--- src/rtl/shim_integ_thresh_check_if.sv ---
// rtl/shim_integ_thresh_check_if.sv - configuration, sample and status bundle for the integrator threshold checker
interface shim_integ_thresh_check_if;
    logic        integ_en;
    logic [31:0] integ_window;
    logic [14:0] integ_thresh_avg;
    logic [15:0] sample;
    logic        sample_valid;
    logic        window_done;
    logic        over_thresh;
    logic        setup_err;
    logic [1:0]  state;

    modport master (
        output integ_en, integ_window, integ_thresh_avg, sample, sample_valid,
        input  window_done, over_thresh, setup_err, state
    );

    modport slave (
        input  integ_en, integ_window, integ_thresh_avg, sample, sample_valid,
        output window_done, over_thresh, setup_err, state
    );
endinterface

--- src/rtl/shim_integ_thresh_check.sv ---
// rtl/shim_integ_thresh_check.sv - windowed |sample| integrator with sticky threshold fault; SHIM_INTEG_SUM_OUT_EN adds sum_last/sum_last_valid
module shim_integ_thresh_check (
    input  logic                        clk,
    input  logic                        rst,
    shim_integ_thresh_check_if.slave    bus
`ifdef SHIM_INTEG_SUM_OUT_EN
    ,
    output logic [47:0]                 sum_last,
    output logic                        sum_last_valid
`endif
);

    typedef enum logic [1:0] {
        IDLE  = 2'd0,
        SETUP = 2'd1,
        RUN   = 2'd2,
        HALT  = 2'd3
    } state_t;

    state_t      state_q;
    state_t      state_d;

    logic [31:0] win;
    logic [46:0] limit;
    logic [47:0] acc;
    logic [31:0] cnt;
    logic        window_done_q;
    logic        over_thresh_q;
    logic        setup_err_q;

    logic [15:0] mag;
    logic [47:0] sum;
    logic [31:0] cnt_inc;
    logic        sum_over;
    logic        win_end;

    logic        do_setup;
    logic        do_accept;
    logic        do_clear;
    logic        clr_faults;

    // Two's-complement negate in 16 bits maps -32768 onto 0x8000, i.e. 32768 unsigned.
    assign mag      = bus.sample[15] ? (~bus.sample + 16'd1) : bus.sample;
    assign sum      = acc + {32'd0, mag};
    assign cnt_inc  = cnt + 32'd1;
    assign sum_over = sum > {1'b0, limit};
    assign win_end  = do_accept && (cnt_inc == win);

    always_ff @(posedge clk) begin
        if (rst) begin
            state_q <= IDLE;
        end else begin
            state_q <= state_d;
        end
    end

    // integ_en low has priority over everything, including a window-completing sample.
    always_comb begin
        state_d    = state_q;
        do_setup   = 1'b0;
        do_accept  = 1'b0;
        do_clear   = 1'b0;
        clr_faults = 1'b0;
        if (!bus.integ_en) begin
            state_d  = IDLE;
            do_clear = 1'b1;
        end else begin
            case (state_q)
                IDLE: begin
                    state_d    = SETUP;
                    clr_faults = 1'b1;
                end
                SETUP: begin
                    do_setup = 1'b1;
                    state_d  = (bus.integ_window == 32'd0) ? HALT : RUN;
                end
                RUN: begin
                    if (bus.sample_valid) begin
                        do_accept = 1'b1;
                        if ((cnt_inc == win) && sum_over) begin
                            state_d = HALT;
                        end
                    end
                end
                default: begin
                    state_d = HALT;
                end
            endcase
        end
    end

    always_ff @(posedge clk) begin
        if (rst) begin
            win           <= 32'd0;
            limit         <= 47'd0;
            acc           <= 48'd0;
            cnt           <= 32'd0;
            window_done_q <= 1'b0;
            over_thresh_q <= 1'b0;
            setup_err_q   <= 1'b0;
        end else begin
            window_done_q <= 1'b0;
            if (clr_faults) begin
                over_thresh_q <= 1'b0;
                setup_err_q   <= 1'b0;
            end
            if (do_clear) begin
                acc <= 48'd0;
                cnt <= 32'd0;
            end
            if (do_setup) begin
                win   <= bus.integ_window;
                limit <= 47'(bus.integ_thresh_avg) * 47'(bus.integ_window);
                acc   <= 48'd0;
                cnt   <= 32'd0;
                if (bus.integ_window == 32'd0) begin
                    setup_err_q <= 1'b1;
                end
            end
            if (do_accept) begin
                if (win_end) begin
                    window_done_q <= 1'b1;
                    acc           <= 48'd0;
                    cnt           <= 32'd0;
                    if (sum_over) begin
                        over_thresh_q <= 1'b1;
                    end
                end else begin
                    acc <= sum;
                    cnt <= cnt_inc;
                end
            end
        end
    end

`ifdef SHIM_INTEG_SUM_OUT_EN
    always_ff @(posedge clk) begin
        if (rst) begin
            sum_last       <= 48'd0;
            sum_last_valid <= 1'b0;
        end else begin
            sum_last_valid <= win_end;
            if (win_end) begin
                sum_last <= sum;
            end
        end
    end
`endif

    assign bus.window_done = window_done_q;
    assign bus.over_thresh = over_thresh_q;
    assign bus.setup_err   = setup_err_q;
    assign bus.state       = state_q;

endmodule

--- src/flat_wrapper.sv ---
// flat-port wrapper written by rule: the top's interface ports become plain ports
module shim_integ_thresh_check_flat 
  (clk, rst, bus_integ_en, bus_integ_window, bus_integ_thresh_avg, bus_sample, bus_sample_valid, bus_window_done, bus_over_thresh, bus_setup_err, bus_state);
  shim_integ_thresh_check_if bus_i ();
  input  logic clk;
  input  logic rst;
  input wire logic [$bits(bus_i.integ_en)-1:0] bus_integ_en;
  input wire logic [$bits(bus_i.integ_window)-1:0] bus_integ_window;
  input wire logic [$bits(bus_i.integ_thresh_avg)-1:0] bus_integ_thresh_avg;
  input wire logic [$bits(bus_i.sample)-1:0] bus_sample;
  input wire logic [$bits(bus_i.sample_valid)-1:0] bus_sample_valid;
  output wire logic [$bits(bus_i.window_done)-1:0] bus_window_done;
  output wire logic [$bits(bus_i.over_thresh)-1:0] bus_over_thresh;
  output wire logic [$bits(bus_i.setup_err)-1:0] bus_setup_err;
  output wire logic [$bits(bus_i.state)-1:0] bus_state;
  assign bus_i.integ_en = bus_integ_en;
  assign bus_i.integ_window = bus_integ_window;
  assign bus_i.integ_thresh_avg = bus_integ_thresh_avg;
  assign bus_i.sample = bus_sample;
  assign bus_i.sample_valid = bus_sample_valid;
  assign bus_window_done = bus_i.window_done;
  assign bus_over_thresh = bus_i.over_thresh;
  assign bus_setup_err = bus_i.setup_err;
  assign bus_state = bus_i.state;
  shim_integ_thresh_check u_core (.clk(clk), .rst(rst), .bus(bus_i));
endmodule
--- config.mk ---
export PLATFORM = sky130hd
export DESIGN_NAME = shim_integ_thresh_check_flat
export DESIGN_NICKNAME = d
export VERILOG_FILES = /design/src/rtl/shim_integ_thresh_check_if.sv /design/src/rtl/shim_integ_thresh_check.sv /design/src/flat_wrapper.sv
export SDC_FILE = /design/constraint.sdc
export NUM_CORES = 2
export LEC_CHECK = 0
export ABC_AREA = 1
export CORE_ASPECT_RATIO = 1.25
export CORE_MARGIN = 2
export CORE_UTILIZATION = 39
export CTS_CLUSTER_SIZE = 40
export DETAILED_ROUTE_END_ITERATION = 7
export REMOVE_ABC_BUFFERS = 1
export SYNTH_ARGS = -nofsm -noshare
export SYNTH_HDL_FRONTEND = slang
export SYNTH_SLANG_ARGS = --single-unit
--- constraint.sdc ---
create_clock -name clk -period 17.5 [get_ports clk]
set_input_delay 1.75 -clock clk [delete_from_list [all_inputs] [get_ports clk]]
set_output_delay 1.75 -clock clk [all_outputs]
set_load 0.02 [all_outputs]
==> flow_summary_export.csv <==
group,metric,value,unit
run_status,status,"finished clean",
worst_setup_path,crit_path_max_fanout,17,
timing,fin_crit_sh,0.4681,
timing,rsz0062_at_grt,"no",
logic_synthesis,syn-instance-count,3875,
logic_synthesis,ys.flop_type,"dfxtp_1",
route,wl,80080,um
clock_network,cts_tree,"built",
route,drt-wirelength-per-cell,17.00,um
placed_design,gp_congestion,0.9366,
logic_synthesis,synthesis.area,26830,sq um
logic_synthesis,synth_seq_area_share,0.1224,
finish,area_delta_synth_final,7.098,%
worst_setup_path,start_kind,"primary input",
clock_network,numCtsBuffers,17,
timing,setup_viol,0,
finish,fillers,7154,
run,cap_violations,0,
clock_network,clkTransAtPathRegs,70,ps
floorplan,die_area,70920,sq um
clock_network,cts_setup_buffers,0,
floorplan,rows,107,
logic_synthesis,synth_top_area_cell,"fa_1",
logic_synthesis,synth_edf_count,0,
timing,hold_viol_final,0,
placed_design,hpwl,62880,um
grt,grt_usage,0.2314,
route,route.detailed.drc,0,
floorplan,die_height,297.3,um
timing,setup_tns,0,ps
route,drt_iter0_drc,1465,
clock_network,clkLatencyLatePin,450,ps
floorplan,core_area,68140,sq um
floorplan,io_pins,72,
route,vias,23660,
logic_synthesis,yosysUniqueCellTypes,43,
grt,grt_pass1_wl,130100,um
route,first_pass_iters,6,
clock_network,cts_max_level,4,
grt,grt_pass1_vias,24290,
clock_network,ctsResizeCount,0,
worst_setup_path,worstSetupPathType,"primary input to flop",
placed_design,io_buffers,71,
finish,fin_nets,4458,
route,drt-vias-per-instance,5.024,
worst_hold_path,hold_path_class,"flop to flop",
clock_network,cts.sinks,164,
logic_synthesis,yosys_warnings,0,
grt,overflow,0,
worst_setup_path,endpoint_kind,"flop",
timing,period_minus_slack,8192,ps
clock_network,root_buffer,"clkbuf_16",
floorplan,die_x,238.6,um
finish,diodes,0,
finish,drive_gt1_frac,0.02215,
timing,fmax,122.1,MHz
timing,slew-limit-headroom,0.2883,
logic_synthesis,synth_area_per_cell,6.924,sq um
clock_network,clockBufferDepth,2,
placed_design,pre_cts_slack,8910,ps
logic_synthesis,ys_seq_elements,164,
worst_setup_path,cp.arrival,8530,ps
worst_setup_path,required,17840,ps
logic_synthesis,synthTopCellsByArea,"fa_1, nand2_1, inv_1, dfxtp_1, ha_1",
grt,grt_max_degree,83,
timing,worst_slack,9308,ps
route,drtAntennaViolNets,0,
logic_synthesis,yosysMostFrequentCell,"nand2_1",
timing,fin_skew,13.41,ps
logic_synthesis,ys_async_sr_fraction,0,
floorplan,start_util,0.3937,
timing,finalMaxSlewViolations,0,
timing,worstMarginPinSlew,1067,ps
logic_synthesis,synth_common_cells,"nand2_1, inv_1, fa_1",
clock_network,hold_buffers,0,
grt,antenna_found_initial,0,
logic_synthesis,synthDominantCellAreaShare,0.2902,
==> routing by layer <==
metal  vias up  track usage  wire length [um]
li1      11490            -                 -
met1     11400       0.2898             33850
met2       641       0.4190             40510
met3       134      0.01522              3147
met4         0      0.07798              2578
met5         -            0                 0
==> layout make-up <==
type	count	area (sq um)	area share
Clock buffer	19	432.9	0.01507
Clock inverter	13	140.1	0.004877
Inverter	903	3390	0.1180
Multi-Input combinational cell	2640	19480	0.6779
Sequential cell	164	3283	0.1143
Tap cell	872	1091	0.03797
Timing Repair Buffer	99	918.4	0.03196
==> layout by cell type, fill, tap and decap left out, drive strengths merged, types with 27 or more instances in the layout <==
cell type      count
dfxtp            164
fa               389
nand2           1053
clkdlybuf4s50     70
a21oi            238
inv              909
buf               29
xnor2             29
nand3b            28
nor2             220
o21ai            143
ha               177
nand3            164
xor2              57
nor3              27
==> metrics by stage <==
stage,instance area [sq um],instances,utilization,hold slack [ps]
floorplan,26140,3707,-,433.2
global placement,28160,4678,0.4133,455.7
detailed placement,28160,4678,0.4133,454.6
CTS,28740,4710,0.4217,465.0
global route,28740,4710,0.4217,492.1
finish,28740,4710,0.4217,456.4
==> critical path: stages <==
cell and delay (ps):
clkdlybuf4s50_1 1010, nand2_1 210, fa_1 560, fa_1 550
inv_1 60, fa_1 510, fa_1 530, fa_1 570
inv_1 60, fa_1 540, inv_1 50, ha_1 410
nand2_1 150, o21ai_0 450, a21oi_1 190, o21bai_1 410
nand2_1 140, nand2_1 110, nor2_1 50, o21ai_0 160
inv_1 50
==> final timing paths <==
| check | slack, ps | startpoint | endpoint | cells past startpoint |
|---|---|---|---|---|
| setup / recovery | 9310 | bus_integ_window[0] | u_core.limit[28]$_SDFFE_PP0P_ | 21 |
| hold / removal | 460 | u_core.win[11]$_SDFFE_PP0P_ | u_core.win[11]$_SDFFE_PP0P_ | 2 |
| setup reg to reg | 12560 | u_core.acc[0]$_SDFFE_PP0P_ | u_core.bus.state[0]$_SDFFE_PP0P_ | 25 |
| hold reg to reg | 460 | u_core.win[11]$_SDFFE_PP0P_ | u_core.win[11]$_SDFFE_PP0P_ | 2 |
==> state kept, by name, summed over array words and instances, names as in the netlist <==
register                flops
u_core.bus.window_done      1
u_core.win                 32
u_core.acc                 48
u_core.cnt                 32
u_core.bus.setup_err        1
u_core.bus.state            2
u_core.limit               47
u_core.bus.over_thresh      1
==> cell families after synthesis <==
kind of cell	count (synthesis)	share of synthesized area
compound gates	441	0.08730
xor+xnor	88	0.02975
flops	164	0.1224
fa+ha+maj	566	0.3728
buf+inv	1071	0.1521
simple gates	1545	0.2357
Power is not shown: default switching activity piles up to over one toggle a cycle in this logic, so the estimate is an artifact.
